[src/rtl/ext_intr_ctrl_pkg.sv]
// Shared definitions for the external interrupt controller: FSM encoding,
// config register map and the fixed-priority helper.
package ext_intr_ctrl_pkg;

  typedef enum logic [1:0] {
    ST_IDLE    = 2'd0,
    ST_REQ     = 2'd1,
    ST_SERVICE = 2'd2
  } intc_state_e;

  localparam logic [1:0] INTC_ENABLE  = 2'd0;
  localparam logic [1:0] INTC_MODE    = 2'd1;
  localparam logic [1:0] INTC_PENDING = 2'd2;
  localparam logic [1:0] INTC_STATUS  = 2'd3;

  localparam int MAX_SRC = 16;

  // Index of the lowest set bit; source 0 has the highest priority.
  function automatic logic [3:0] lowest_set(input logic [MAX_SRC-1:0] v);
    logic [3:0] idx;
    idx = 4'd0;
    for (int i = MAX_SRC - 1; i >= 0; i--) begin
      if (v[i]) idx = 4'(i);
    end
    return idx;
  endfunction

endpackage

[src/rtl/ext_intr_sync_edge.sv]
// Per-source synchroniser for an async interrupt pin, plus the previous-sample
// flop that turns the synchronised level into a one-cycle rise pulse.
module ext_intr_sync_edge #(
  parameter int SYNC_STAGES = 2
) (
  input  logic clk,
  input  logic reset,
  input  logic async_in,
  output logic sync_out,
  output logic rise
);

  logic [SYNC_STAGES-1:0] sync_reg;
  logic                   prev_reg;

  always_ff @(posedge clk or posedge reset) begin
    if (reset) begin
      sync_reg <= '0;
      prev_reg <= 1'b0;
    end else begin
      sync_reg <= {sync_reg[SYNC_STAGES-2:0], async_in};
      prev_reg <= sync_reg[SYNC_STAGES-1];
    end
  end

  assign sync_out = sync_reg[SYNC_STAGES-1];
  assign rise     = sync_reg[SYNC_STAGES-1] & ~prev_reg;

endmodule

[src/rtl/ext_intr_ctrl.sv]
// External interrupt controller: synchronise, capture (edge/level), mask,
// pick the lowest-numbered eligible source and hand it to the core via req/ack/eoi.
module ext_intr_ctrl
  import ext_intr_ctrl_pkg::*;
#(
  parameter int NUM_SRC     = 8,
  parameter int ID_W        = 3,
  parameter int SYNC_STAGES = 2
) (
  input  logic               clk,
  input  logic               reset,
  input  logic [NUM_SRC-1:0] ext_intr,
  input  logic               cfg_we,
  input  logic [1:0]         cfg_addr,
  input  logic [NUM_SRC-1:0] cfg_wdata,
  output logic [NUM_SRC-1:0] cfg_rdata,
  output logic               intr_req,
  output logic [ID_W-1:0]    intr_id,
  input  logic               intr_ack,
  input  logic               intr_eoi
);

  localparam int STW = NUM_SRC + ID_W + 1;

  intc_state_e        state_reg;
  logic [NUM_SRC-1:0] enable_reg;
  logic [NUM_SRC-1:0] mode_reg;
  logic [NUM_SRC-1:0] pending_reg;
  logic [NUM_SRC-1:0] pending_next;
  logic [NUM_SRC-1:0] pending_view;
  logic [NUM_SRC-1:0] sync_s;
  logic [NUM_SRC-1:0] rise;
  logic [NUM_SRC-1:0] elig;
  logic [NUM_SRC-1:0] id_onehot;
  logic [NUM_SRC-1:0] w1c_mask;
  logic [NUM_SRC-1:0] ack_mask;
  logic [NUM_SRC-1:0] status_word;
  logic [NUM_SRC-1:0] rdata_next;
  logic [STW-1:0]     status_ext;
  logic [ID_W-1:0]    prio_id;
  logic               ack_take;
  logic               cur_elig;

  assign ack_take = (state_reg == ST_REQ) && intr_ack;
  assign w1c_mask = (cfg_we && (cfg_addr == INTC_PENDING)) ? cfg_wdata : '0;
  assign ack_mask = ack_take ? id_onehot : '0;

  generate
    for (genvar gi = 0; gi < NUM_SRC; gi++) begin : g_src
      ext_intr_sync_edge #(
        .SYNC_STAGES (SYNC_STAGES)
      ) u_sync (
        .clk      (clk),
        .reset    (reset),
        .async_in (ext_intr[gi]),
        .sync_out (sync_s[gi]),
        .rise     (rise[gi])
      );

      assign id_onehot[gi] = (intr_id == ID_W'(gi));

      // A rise in the same cycle as a clear (W1C or ack) wins; level bits never latch.
      assign pending_next[gi] = mode_reg[gi] &
                                ((pending_reg[gi] & ~(w1c_mask[gi] | ack_mask[gi])) | rise[gi]);
      assign pending_view[gi] = mode_reg[gi] ? pending_reg[gi] : sync_s[gi];
    end
  endgenerate

  assign elig     = pending_view & enable_reg;
  assign cur_elig = |(elig & id_onehot);
  assign prio_id  = ID_W'(lowest_set(MAX_SRC'(elig)));

  assign status_ext  = STW'({(state_reg == ST_SERVICE), intr_id});
  assign status_word = status_ext[NUM_SRC-1:0];

  always_comb begin
    rdata_next = '0;
    case (cfg_addr)
      INTC_ENABLE:  rdata_next = enable_reg;
      INTC_MODE:    rdata_next = mode_reg;
      INTC_PENDING: rdata_next = pending_view;
      default:      rdata_next = status_word;
    endcase
  end

  always_ff @(posedge clk or posedge reset) begin
    if (reset) begin
      enable_reg  <= '0;
      mode_reg    <= '0;
      pending_reg <= '0;
      cfg_rdata   <= '0;
    end else begin
      pending_reg <= pending_next;
      cfg_rdata   <= rdata_next;
      if (cfg_we && (cfg_addr == INTC_ENABLE)) enable_reg <= cfg_wdata;
      if (cfg_we && (cfg_addr == INTC_MODE))   mode_reg   <= cfg_wdata;
    end
  end

  // intr_id stays frozen from the offer through service so STATUS reports it.
  always_ff @(posedge clk or posedge reset) begin
    if (reset) begin
      state_reg <= ST_IDLE;
      intr_req  <= 1'b0;
      intr_id   <= '0;
    end else begin
      case (state_reg)
        ST_IDLE: begin
          if (|elig) begin
            state_reg <= ST_REQ;
            intr_req  <= 1'b1;
            intr_id   <= prio_id;
          end
        end
        ST_REQ: begin
          if (intr_ack) begin
            state_reg <= ST_SERVICE;
            intr_req  <= 1'b0;
          end else if (!cur_elig) begin
            state_reg <= ST_IDLE;
            intr_req  <= 1'b0;
          end
        end
        ST_SERVICE: begin
          intr_req <= 1'b0;
          if (intr_eoi) state_reg <= ST_IDLE;
        end
        default: begin
          state_reg <= ST_IDLE;
          intr_req  <= 1'b0;
        end
      endcase
    end
  end

endmodule

[config.mk]
export PLATFORM = sky130hd
export DESIGN_NAME = ext_intr_ctrl
export DESIGN_NICKNAME = d
export VERILOG_FILES = /design/src/rtl/ext_intr_ctrl_pkg.sv /design/src/rtl/ext_intr_sync_edge.sv /design/src/rtl/ext_intr_ctrl.sv
export SDC_FILE = /design/constraint.sdc
export NUM_CORES = 1
export LEC_CHECK = 0
export CAP_MARGIN = 10
export CORE_MARGIN = 5
export CORE_UTILIZATION = 49
export CTS_CLUSTER_SIZE = 28
export DETAILED_ROUTE_END_ITERATION = 7
export GPL_TIMING_DRIVEN = 0
export PLACE_DENSITY = 0.81
export SETUP_SLACK_MARGIN = 0.15
export SLEW_MARGIN = 20
export SYNTH_ARGS = -nofsm -noshare
export SYNTH_HDL_FRONTEND = slang
export SYNTH_SLANG_ARGS = --single-unit
[constraint.sdc]
create_clock -name clk -period 1.74 [get_ports clk]
set_input_delay 0.348 -clock clk [delete_from_list [all_inputs] [get_ports clk]]
set_output_delay 0.348 -clock clk [all_outputs]
set_load 0.02 [all_outputs]
==> results.toml <==
[status]
status = "completed"

[clocking]
cts_buffers = 9
h-tree-depth = 3
cts_tree = "built"
clock_latency_ns = 0.34
cts.clk_slew.worst_paths_ns = 0.06
hold_buffers = 0
root_buffer = "clkbuf_8"
cts_sinks = 62
cts.path.max_buffers = 2

[floorplan]
die_y_um = 84.7
fp.dieArea_sq_mm = 0.00718
core_sq_mm = 0.00547
start_util = 0.500
row_count = 27
die_w_um = 84.7
io_pins = 35

[place]
numPortBuffers = 33
dp_hpwl_um = 4130
routabilityCongestion = 0.876
dp_slack_ns = -0.323
placed_area_sq_mm = 0.00322

[yosys]
synth-seq-cells = 62
synth_area_leaders = "dfrtp_1, mux2_2, mux2_4"
ys_types = 40
ys_seq_area_frac = 0.567
synthCells = 215
syn_area_sq_mm = 0.00274
synth_nets = 238
synth_top_cell_by_area = "dfrtp_1"
synth_top_area_frac = 0.567
yosysWarnings = 0
avgSynthCellArea_sq_um = 12.7

[sta]
slew_headroom = 0.644
finalWorstSetupSlack_ns = 0.171
skew_ns = 0.00522
rsz0062_at_grt = "yes"
min_period_ns = 1.57
slew_violations = 0
fin_tns_setup_ns = 0
setup_viol = 0
tightest_slew_ns = 0.533
finalHoldViolations = 0
finalCritPeriodShare = 0.902
fmax_mhz = 637

[detailed_routing]
drtIter0Drc = 162
wl_per_cell_um = 17.5
routed_wl_um = 6120
final_antenna_net_count = 0
vias = 1933
drc_errors = 0
dr.pass1.iters = 4
vias_per_cell = 5.54

[grt]
first_global_vias = 1985
grt_max_degree = 23
grt.total_usage = 0.182
grt_pass1_wl_um = 9990
grt_overflow = 0
antenna_found_initial = 0

[pwr]
swShare = 0.316
clockPowerShare = 0.295
seqPwrFrac = 0.401
p_comb_frac = 0.304
power_density_mw_per_mm2 = 1310
switchingPower_w = 0.00146
internal-power_w = 0.00317
p_leak_nw = 1.57
ir_worst_vdd_mv = 0.591

[final_layout]
fillers = 419
layout.nets = 295
antennaDiodeCount = 0
syn2layout_area_growth_pct = 29.2
drive_above_1_share = 0.282
largest_reg_flops = 16
final_area_sq_mm = 0.00353

[setup_path]
crit_slowest_cell = "clkdlybuf4s50_1"
path_delay_family = "buffers and inverters"
path_max_fanout = 10
r2r_end = "intr_id[0]$_DFFE_PP0P_"
reg2reg_depth = 5
r2r_slack_ns = 0.17
worst_ep_arrival_time_ns = 1.79
cp_slowest_stage_delay_ns = 0.48
worstSetupEndpoint = "enable_reg[4]$_DFFE_PP0P_"
critPathKind = "in -> reg"
r2r_start = "mode_reg[6]$_DFFE_PP0P_"
cp_num_buf_inv = 3
critPathLaunch = "cfg_addr[0]"
critical_path_depth = 5
cp-end-kind = "flop"
startpoint_type = "input pin"
path_cells = "clkdlybuf4s50_1, buf_4, nor3b_4, buf_12, mux2_2"
required_ns = 1.96

[min_path]
worstHoldPathType = "reg -> reg"

[job]
cap_violations = 0
==> layout by cell type (no fill, tap or decap), types with 3 or more instances in the layout <==
master and n:
a21boi_0 3, a21oi_1 15, a31oi_1 8, buf_4 11, clkbuf_2 3, clkbuf_8 10
clkdlybuf4s50_1 21, dfrtp_1 62, dlygate4sd2_1 12, inv_1 9, mux2_2 14, mux2_4 9
mux4_2 3, nand2_1 12, nand2_2 3, nand2_4 6, nand2b_1 10, nand3_1 4
nand4_1 4, nor2_1 6, nor2b_1 4, o211ai_1 7, o22ai_1 6
==> worst min-delay path by stage <==
stage                                               start                                     to  slack [ns]  cells after the start
floorplan           g_src[0].u_sync.sync_reg[0]$_DFF_PP0_  g_src[0].u_sync.sync_reg[1]$_DFF_PP0_        0.33                      0
global placement    g_src[4].u_sync.sync_reg[0]$_DFF_PP0_  g_src[4].u_sync.sync_reg[1]$_DFF_PP0_        0.33                      0
detailed placement  g_src[7].u_sync.sync_reg[0]$_DFF_PP0_  g_src[7].u_sync.sync_reg[1]$_DFF_PP0_        0.33                      0
CTS                 g_src[7].u_sync.sync_reg[0]$_DFF_PP0_  g_src[7].u_sync.sync_reg[1]$_DFF_PP0_        0.35                      0
global route        g_src[5].u_sync.sync_reg[0]$_DFF_PP0_  g_src[5].u_sync.sync_reg[1]$_DFF_PP0_        0.36                      0
finish              g_src[7].u_sync.sync_reg[0]$_DFF_PP0_  g_src[7].u_sync.sync_reg[1]$_DFF_PP0_        0.35                      0
==> logic make-up (layout without fill, tap and decap cells) <==
group | count (synthesis) | in the layout | share of synthesized area
simple gates | 59 | 59 | 0.144
buf+inv | 17 | 79 | 0.0274
compound gates | 48 | 48 | 0.118
mux | 29 | 29 | 0.144
flops | 62 | 62 | 0.567
==> layout make-up <==
cell class              instances  area (sq um)  share of cell area
flip-flops and latches         62          1550               0.439
clock inverters                 4          70.1              0.0198
inverters                      10          41.3              0.0117
multi-input cells             136          1130               0.319
well taps                      72          90.1              0.0255
clock buffers                  12           145              0.0411
repair buffers                 46           465               0.132
plain buffers                   7          43.8              0.0124
==> synthesized netlist by cell type, drive strengths merged <==
| cell type | n |
|---|---|
| nor2b | 6 |
| buf | 4 |
| nand3 | 4 |
| nor3 | 1 |
| mux2i | 1 |
| o211ai | 7 |
| a21oi | 15 |
| or3 | 1 |
| a21boi | 4 |
| nand2b | 10 |
| o311ai | 2 |
| clkbuf | 3 |
| o31ai | 1 |
| and2 | 1 |
| nand2 | 21 |
| nor3b | 1 |
| mux2 | 25 |
| a32oi | 1 |
| and3b | 1 |
| dfrtp | 62 |
| a31oi | 8 |
| o21ai | 2 |
| a222oi | 1 |
| mux4 | 3 |
| o22ai | 6 |
| nand3b | 1 |
| nor2 | 6 |
| inv | 10 |
| nand4 | 6 |
| o221ai | 1 |
==> per-stage QoR <==
stage,power (W),cells,hold WS [ns],utilization
2_1_floorplan,0.00274,215,0.331,-
3_3_place_gp,0.00313,320,0.332,0.578
3_5_place_dp,0.00320,322,0.335,0.588
4_1_cts,0.00458,343,0.349,0.635
5_1_grt,0.00486,349,0.357,0.646
6_report,0.00464,349,0.348,0.646
==> power by group through the flow <==
stage                     registers (W)  logic, W  clock network [W]
final                           0.00186   0.00141            0.00137
after floorplan                 0.00195  0.000792                  0
after global placement          0.00187   0.00127                  0
after global routing            0.00189   0.00151            0.00146
after detailed placement        0.00189   0.00131                  0
after CTS                       0.00185   0.00133            0.00140
==> metal layers <==
metal,track usage,wire [um],up-vias
li1,-,-,896
met1,0.224,2480,935
met2,0.293,2930,83
met3,0.0422,508,19
met4,0.109,204,0
met5,0,0,-
==> repair_timing <==
action                                  in CTS  in global routing
pin swaps                                    2                  5
endpoints found under the setup margin      25                 14
gates resized for setup                     15                  9
buffers inserted                             5                  6
No activity file was read; power rests on OpenSTA's default activity.
